## config.mk

```make
export PLATFORM = sky130hd
export DESIGN_NAME = wrapper_ctrl_core
export DESIGN_NICKNAME = d
export VERILOG_FILES = /design/src/rtl/wrapper_pkg.sv /design/src/rtl/wrapper_ctrl_core_key_debounce.sv /design/src/rtl/wrapper_ctrl_core.sv
export SDC_FILE = /design/constraint.sdc
export NUM_CORES = 1
export LEC_CHECK = 0
export CORE_ASPECT_RATIO = 1.4
export CORE_UTILIZATION = 45
export DETAILED_ROUTE_END_ITERATION = 8
export DONT_BUFFER_PORTS = 1
export MAX_ROUTING_LAYER = met4
export PLACE_DENSITY = 0.63
export REMOVE_ABC_BUFFERS = 1
export SYNTH_ARGS = -nofsm -noshare
export SYNTH_HDL_FRONTEND = slang
export SYNTH_SLANG_ARGS = --single-unit
```

## constraint.sdc

```tcl
create_clock -name clk -period 2.4 [get_ports clk]
set_input_delay 0.24 -clock clk [delete_from_list [all_inputs] [get_ports clk]]
set_output_delay 0.24 -clock clk [all_outputs]
set_load 0.01 [all_outputs]
```

## src/rtl/wrapper_pkg.sv

```systemverilog
// Shared constants for the 8bitworkshop game-wrapper front-ends.
// Defaults size the controller and give every wrapper one key numbering.
package wrapper_pkg;

    localparam int DIV_DEF        = 2;
    localparam int N_KEYS_DEF     = 4;
    localparam int DEB_CYCLES_DEF = 16;

    localparam int KEY_LEFT  = 0;
    localparam int KEY_RIGHT = 1;
    localparam int KEY_UP    = 2;
    localparam int KEY_DOWN  = 3;

endpackage

```

## src/rtl/wrapper_ctrl_core_key_debounce.sv

```systemverilog
// One key: two-flop synchronizer, optional inversion, and a stable-run
// debounce counter that drives a registered active-high level.
module key_debounce
    import wrapper_pkg::*;
#(
    parameter int DEB_CYCLES  = DEB_CYCLES_DEF,
    parameter bit KEY_ACT_LOW = 1'b0
) (
    input  logic clk,
    input  logic reset,
    input  logic key,
    output logic lvl
);

    localparam int                DC_W    = $clog2(DEB_CYCLES + 1);
    localparam logic [DC_W-1:0]   DC_LAST = DC_W'(DEB_CYCLES - 1);
    localparam logic              IDLE_RAW = KEY_ACT_LOW;

    logic            s1;
    logic            s2;
    logic            ks;
    logic [DC_W-1:0] dc;

    assign ks = s2 ^ KEY_ACT_LOW;

    // NOTE: non-blocking assignments let s2 take the old s1 and the counter
    // see the old lvl, regardless of statement order inside the block.
    always_ff @(posedge clk) begin
        if (reset) begin
            // Sync flops park at the raw idle level so ks reads released.
            s1  <= IDLE_RAW;
            s2  <= IDLE_RAW;
            dc  <= '0;
            lvl <= 1'b0;
        end else begin
            s1 <= key;
            s2 <= s1;
            if (ks == lvl) begin
                dc <= '0;
            end else if (dc == DC_LAST) begin
                lvl <= ks;
                dc  <= '0;
            end else begin
                dc <= dc + DC_W'(1);
            end
        end
    end

endmodule

```

## src/rtl/wrapper_ctrl_core.sv

```systemverilog
// Game-wrapper front-end: clock divider with matching enable, and debounced
// keys whose press/release events are held until the next enable.
module wrapper_ctrl_core
    import wrapper_pkg::*;
#(
    parameter int DIV         = DIV_DEF,
    parameter int N_KEYS      = N_KEYS_DEF,
    parameter int DEB_CYCLES  = DEB_CYCLES_DEF,
    parameter bit KEY_ACT_LOW = 1'b0
) (
    input  logic              clk,
    input  logic              reset,
    input  logic [N_KEYS-1:0] keys,
    output logic              clk_div,
    output logic              clk_en,
    output logic [N_KEYS-1:0] keys_lvl,
    output logic [N_KEYS-1:0] keys_press,
    output logic [N_KEYS-1:0] keys_rel
);

    localparam int               CNT_W    = $clog2(DIV);
    localparam logic [CNT_W-1:0] CNT_LAST = CNT_W'(DIV - 1);
    localparam logic [CNT_W-1:0] CNT_HALF = CNT_W'(DIV / 2);

    logic [CNT_W-1:0]  cnt;
    logic [CNT_W-1:0]  cnt_next;
    logic [N_KEYS-1:0] lvl_d;
    logic [N_KEYS-1:0] rise;
    logic [N_KEYS-1:0] fall;
    logic [N_KEYS-1:0] en_mask;
    logic [N_KEYS-1:0] press_pend;
    logic [N_KEYS-1:0] rel_pend;

    // NOTE: every path of a combinational block assigns its outputs, so no
    // latch is inferred; a single ternary covers both cases here.
    always_comb begin
        cnt_next = (cnt == CNT_LAST) ? '0 : cnt + CNT_W'(1);
    end

    // clk_div is built from cnt_next so it lines up with the registered cnt.
    always_ff @(posedge clk) begin
        if (reset) begin
            cnt     <= '0;
            clk_div <= 1'b0;
        end else begin
            cnt     <= cnt_next;
            clk_div <= (cnt_next >= CNT_HALF);
        end
    end

    assign clk_en = (cnt == CNT_LAST);

    for (genvar i = 0; i < N_KEYS; i++) begin : g_key
        key_debounce #(
            .DEB_CYCLES  (DEB_CYCLES),
            .KEY_ACT_LOW (KEY_ACT_LOW)
        ) u_deb (
            .clk   (clk),
            .reset (reset),
            .key   (keys[i]),
            .lvl   (keys_lvl[i])
        );
    end

    assign en_mask = {N_KEYS{clk_en}};
    assign rise    = keys_lvl & ~lvl_d;
    assign fall    = ~keys_lvl & lvl_d;

    // Set wins over the enable-clear, so a flip during clk_en waits a window.
    always_ff @(posedge clk) begin
        if (reset) begin
            lvl_d      <= '0;
            press_pend <= '0;
            rel_pend   <= '0;
        end else begin
            lvl_d      <= keys_lvl;
            press_pend <= rise | (press_pend & ~en_mask);
            rel_pend   <= fall | (rel_pend & ~en_mask);
        end
    end

    assign keys_press = press_pend & en_mask;
    assign keys_rel   = rel_pend & en_mask;

endmodule

```

==> flow_metrics.tcl <==
set metrics [dict create \
    die_x_um 53.2 \
    die_h_um 73.7 \
    htreeDepth 2 \
    nets 178 \
    ioPinCount 20 \
    clk_pin_slew_ps 80 \
    synth_top_family_by_area "simple AND/OR/NAND/NOR gates" \
    clock-sinks 45 \
    finalNonFillerCells 205 \
    port_buffers 0 \
    yosys_register_bits 45 \
    synth_area_per_cell_um2 10.2 \
    syn_inst 162 \
    yosys.area.top_type "dfxtp_1" \
    cts-buffers-inserted 5 \
    viasPerCell 4.87 \
    post-place-ws_ps 873 \
    max_freq_ghz 0.649 \
    wire_per_inst_um 11.9 \
    drive_above_1_share 0.0727 \
    cts_resized 0 \
    worst-setup-path-type "flip-flop to flip-flop" \
    muxShareOfSynthArea 0.0243 \
    power.leakage_nw 0.688 \
    synth_top_area_frac 0.546 \
    ys.warnings.count 0 \
    grt.total_usage 0.155 \
    grt_antenna_before_repair 0 \
    synthDistinctLibCells 17 \
    min_path_type "input port to flip-flop" \
    worstMarginPinSlew_ps 422 \
    syn-cell-area_um2 1650 \
    nFillCells 330 \
    routed_wl_um 2440 \
    final_cell_mix "dfxtp_1, nor2_1, inv_1, nor2b_1" \
    drc 0 \
    gp_congestion 0.660 \
    grt_pass1_wl_um 4150 \
    post_cts_buffers 0 \
    postPlaceCellArea_um2 1660 \
    firstDrtPassIters 4 \
    path_max_fanout 5 \
    p_per_area_nw_per_um2 760 \
    critPathMaxStageDelay_ps 420 \
    cap_violations 0 \
    ys_top_cells_by_area "dfxtp_1, ha_1, nor2b_1, nor2_1, xnor2_1" \
    cp_data_required_time_ps 2630 \
    cts_tree "done" \
    end_kind "flip-flop" \
    crit_slowest_cell "or3_4" \
    start_kind "flip-flop" \
    rsz0062_at_grt "no" \
    finalCriticalPeriod_ps 1540 \
    max-vdd-ir-drop_v 0.000489 \
    grt-ovfl-total 0 \
    drv_slew 0 \
    async_flop_share 0 \
    clock_path_buffers 2 \
    synth_compound_area_frac 0.0364 \
    finalHoldViolCount 0 \
    ctsHoldBuffers 1 \
    area_delta_synth_final_pct 8.72 \
    drtAntennaViolNets 0 \
    synth_ff_type "dfxtp_1" \
    start_util 0.480 \
    fin_crit_sh 0.642 \
    critical_path.cell_chain "ha_1 > and3_1 > ha_1 > or3_4 > nor2_1" \
    setup_viol 0 \
    fin_worst_skew_ps 5.23 \
    detailed_place_hpwl_um 1660 \
    drt_iter0_drc 7 \
    clockRootBuffer "clkbuf_8" \
    num_rows 25 \
    n_antenna_cell 0 \
    grt_start_max_net_pins 22 \
    status "completed" \
    vias 998 \
    setup_ws_ps 860 \
    clock_latency_ps 290 \
    coreArea_um2 3440 \
    final_area_um2 1790 \
    setup_tns_ps 0 \
    hold_ws_ps 14.0 \
    placed_cells 195 \
    synth_edf_count 0 \
    grt_pass1_vias 959 \
    layout_commonest_cell "dfxtp_1" \
    synthXorXnorAreaFrac 0.0637 \
    synth-simple-area-share 0.202 \
    cp.arrival_ps 1770 \
    dieArea_um2 3920 \
    ys_seq_area_frac 0.546 \
    synthAdderAreaFrac 0.0607 \
    relSlewSlack 0.718 \
    cpMostUsedCell "ha_1" \
]
[layer usage]
metal,track usage,part of all wire
met1,0.158,0.43
met2,0.242,0.48
met3,0.0518,0.051
met4,0.114,0.030
met5,-,0
[sequential cells by signal, summed over array words and instances, names as in the netlist]
| register | flops |
|---|---|
| press_pend | 4 |
| g_key.u_deb.s1 | 4 |
| rel_pend | 4 |
| g_key.u_deb.lvl | 4 |
| g_key.u_deb.ks | 4 |
| clk_div | 1 |
| lvl_d | 4 |
| g_key.u_deb.dc | 20 |
[worst max-delay path, delay by kind of cell (launching register included)]
| kind | cells | cell delay, ps |
|---|---|---|
| adder cells (fa/ha/maj) | 2 | 420 |
| flip-flops | 1 | 330 |
| AND/OR/NAND/NOR | 3 | 730 |
[cells in the mapped netlist (5+ instances only)]
cell type  number
and2_1          8
xnor2_1         8
buf_4           5
ha_1            8
nor2_1         25
dfxtp_1        45
nor2b_1        16
inv_1          16
[final timing paths]
path	cells after the start	slack, ps	from	end
setup reg to reg	5	860	g_key[2].u_deb.dc[0]	g_key[2].u_deb.dc[3]
hold reg to reg	1	450	g_key[0].u_deb.dc[0]	g_key[0].u_deb.dc[0]
setup / recovery	5	860	g_key[2].u_deb.dc[0]	g_key[2].u_deb.dc[3]
hold / removal	1	10	reset	g_key[0].u_deb.lvl
[layout make-up]
cell class | instances | area, um^2 | share of cell area
clock inverter | 1 | 30.0 | 0.0167
clock buffer | 7 | 86.3 | 0.0481
timing repair buffer | 3 | 27.5 | 0.0153
multi-input combinational | 93 | 639 | 0.356
tap | 40 | 50.0 | 0.0279
sequential | 45 | 901 | 0.502
inverter | 16 | 60.1 | 0.0335
[stage by stage]
stage	total power [mW]	utilization
2_1_floorplan	0.794	-
3_3_place_gp	0.800	0.482
3_5_place_dp	0.802	0.482
4_1_cts	1.38	0.519
5_1_grt	1.41	0.521
6_report	1.36	0.521
[where the power goes]
| part | internal, mW | total (mW) | leakage [nW] | switching [mW] |
|---|---|---|---|---|
| sequential | 0.755 | 0.763 | 0.365 | 0.00709 |
| clock | 0.339 | 0.575 | 0.0585 | 0.236 |
| combinational | 0.0128 | 0.0269 | 0.265 | 0.0142 |
[logic make-up after synthesis]
family	after synthesis
and+or+nand+nor	61
muxes	4
AOI/OAI and AO/OA	8
adders and majority gates	8
DFF	45
xor gates and xnor gates	12
buffers and inverters	24
No activity file was read; power rests on OpenSTA's default activity.
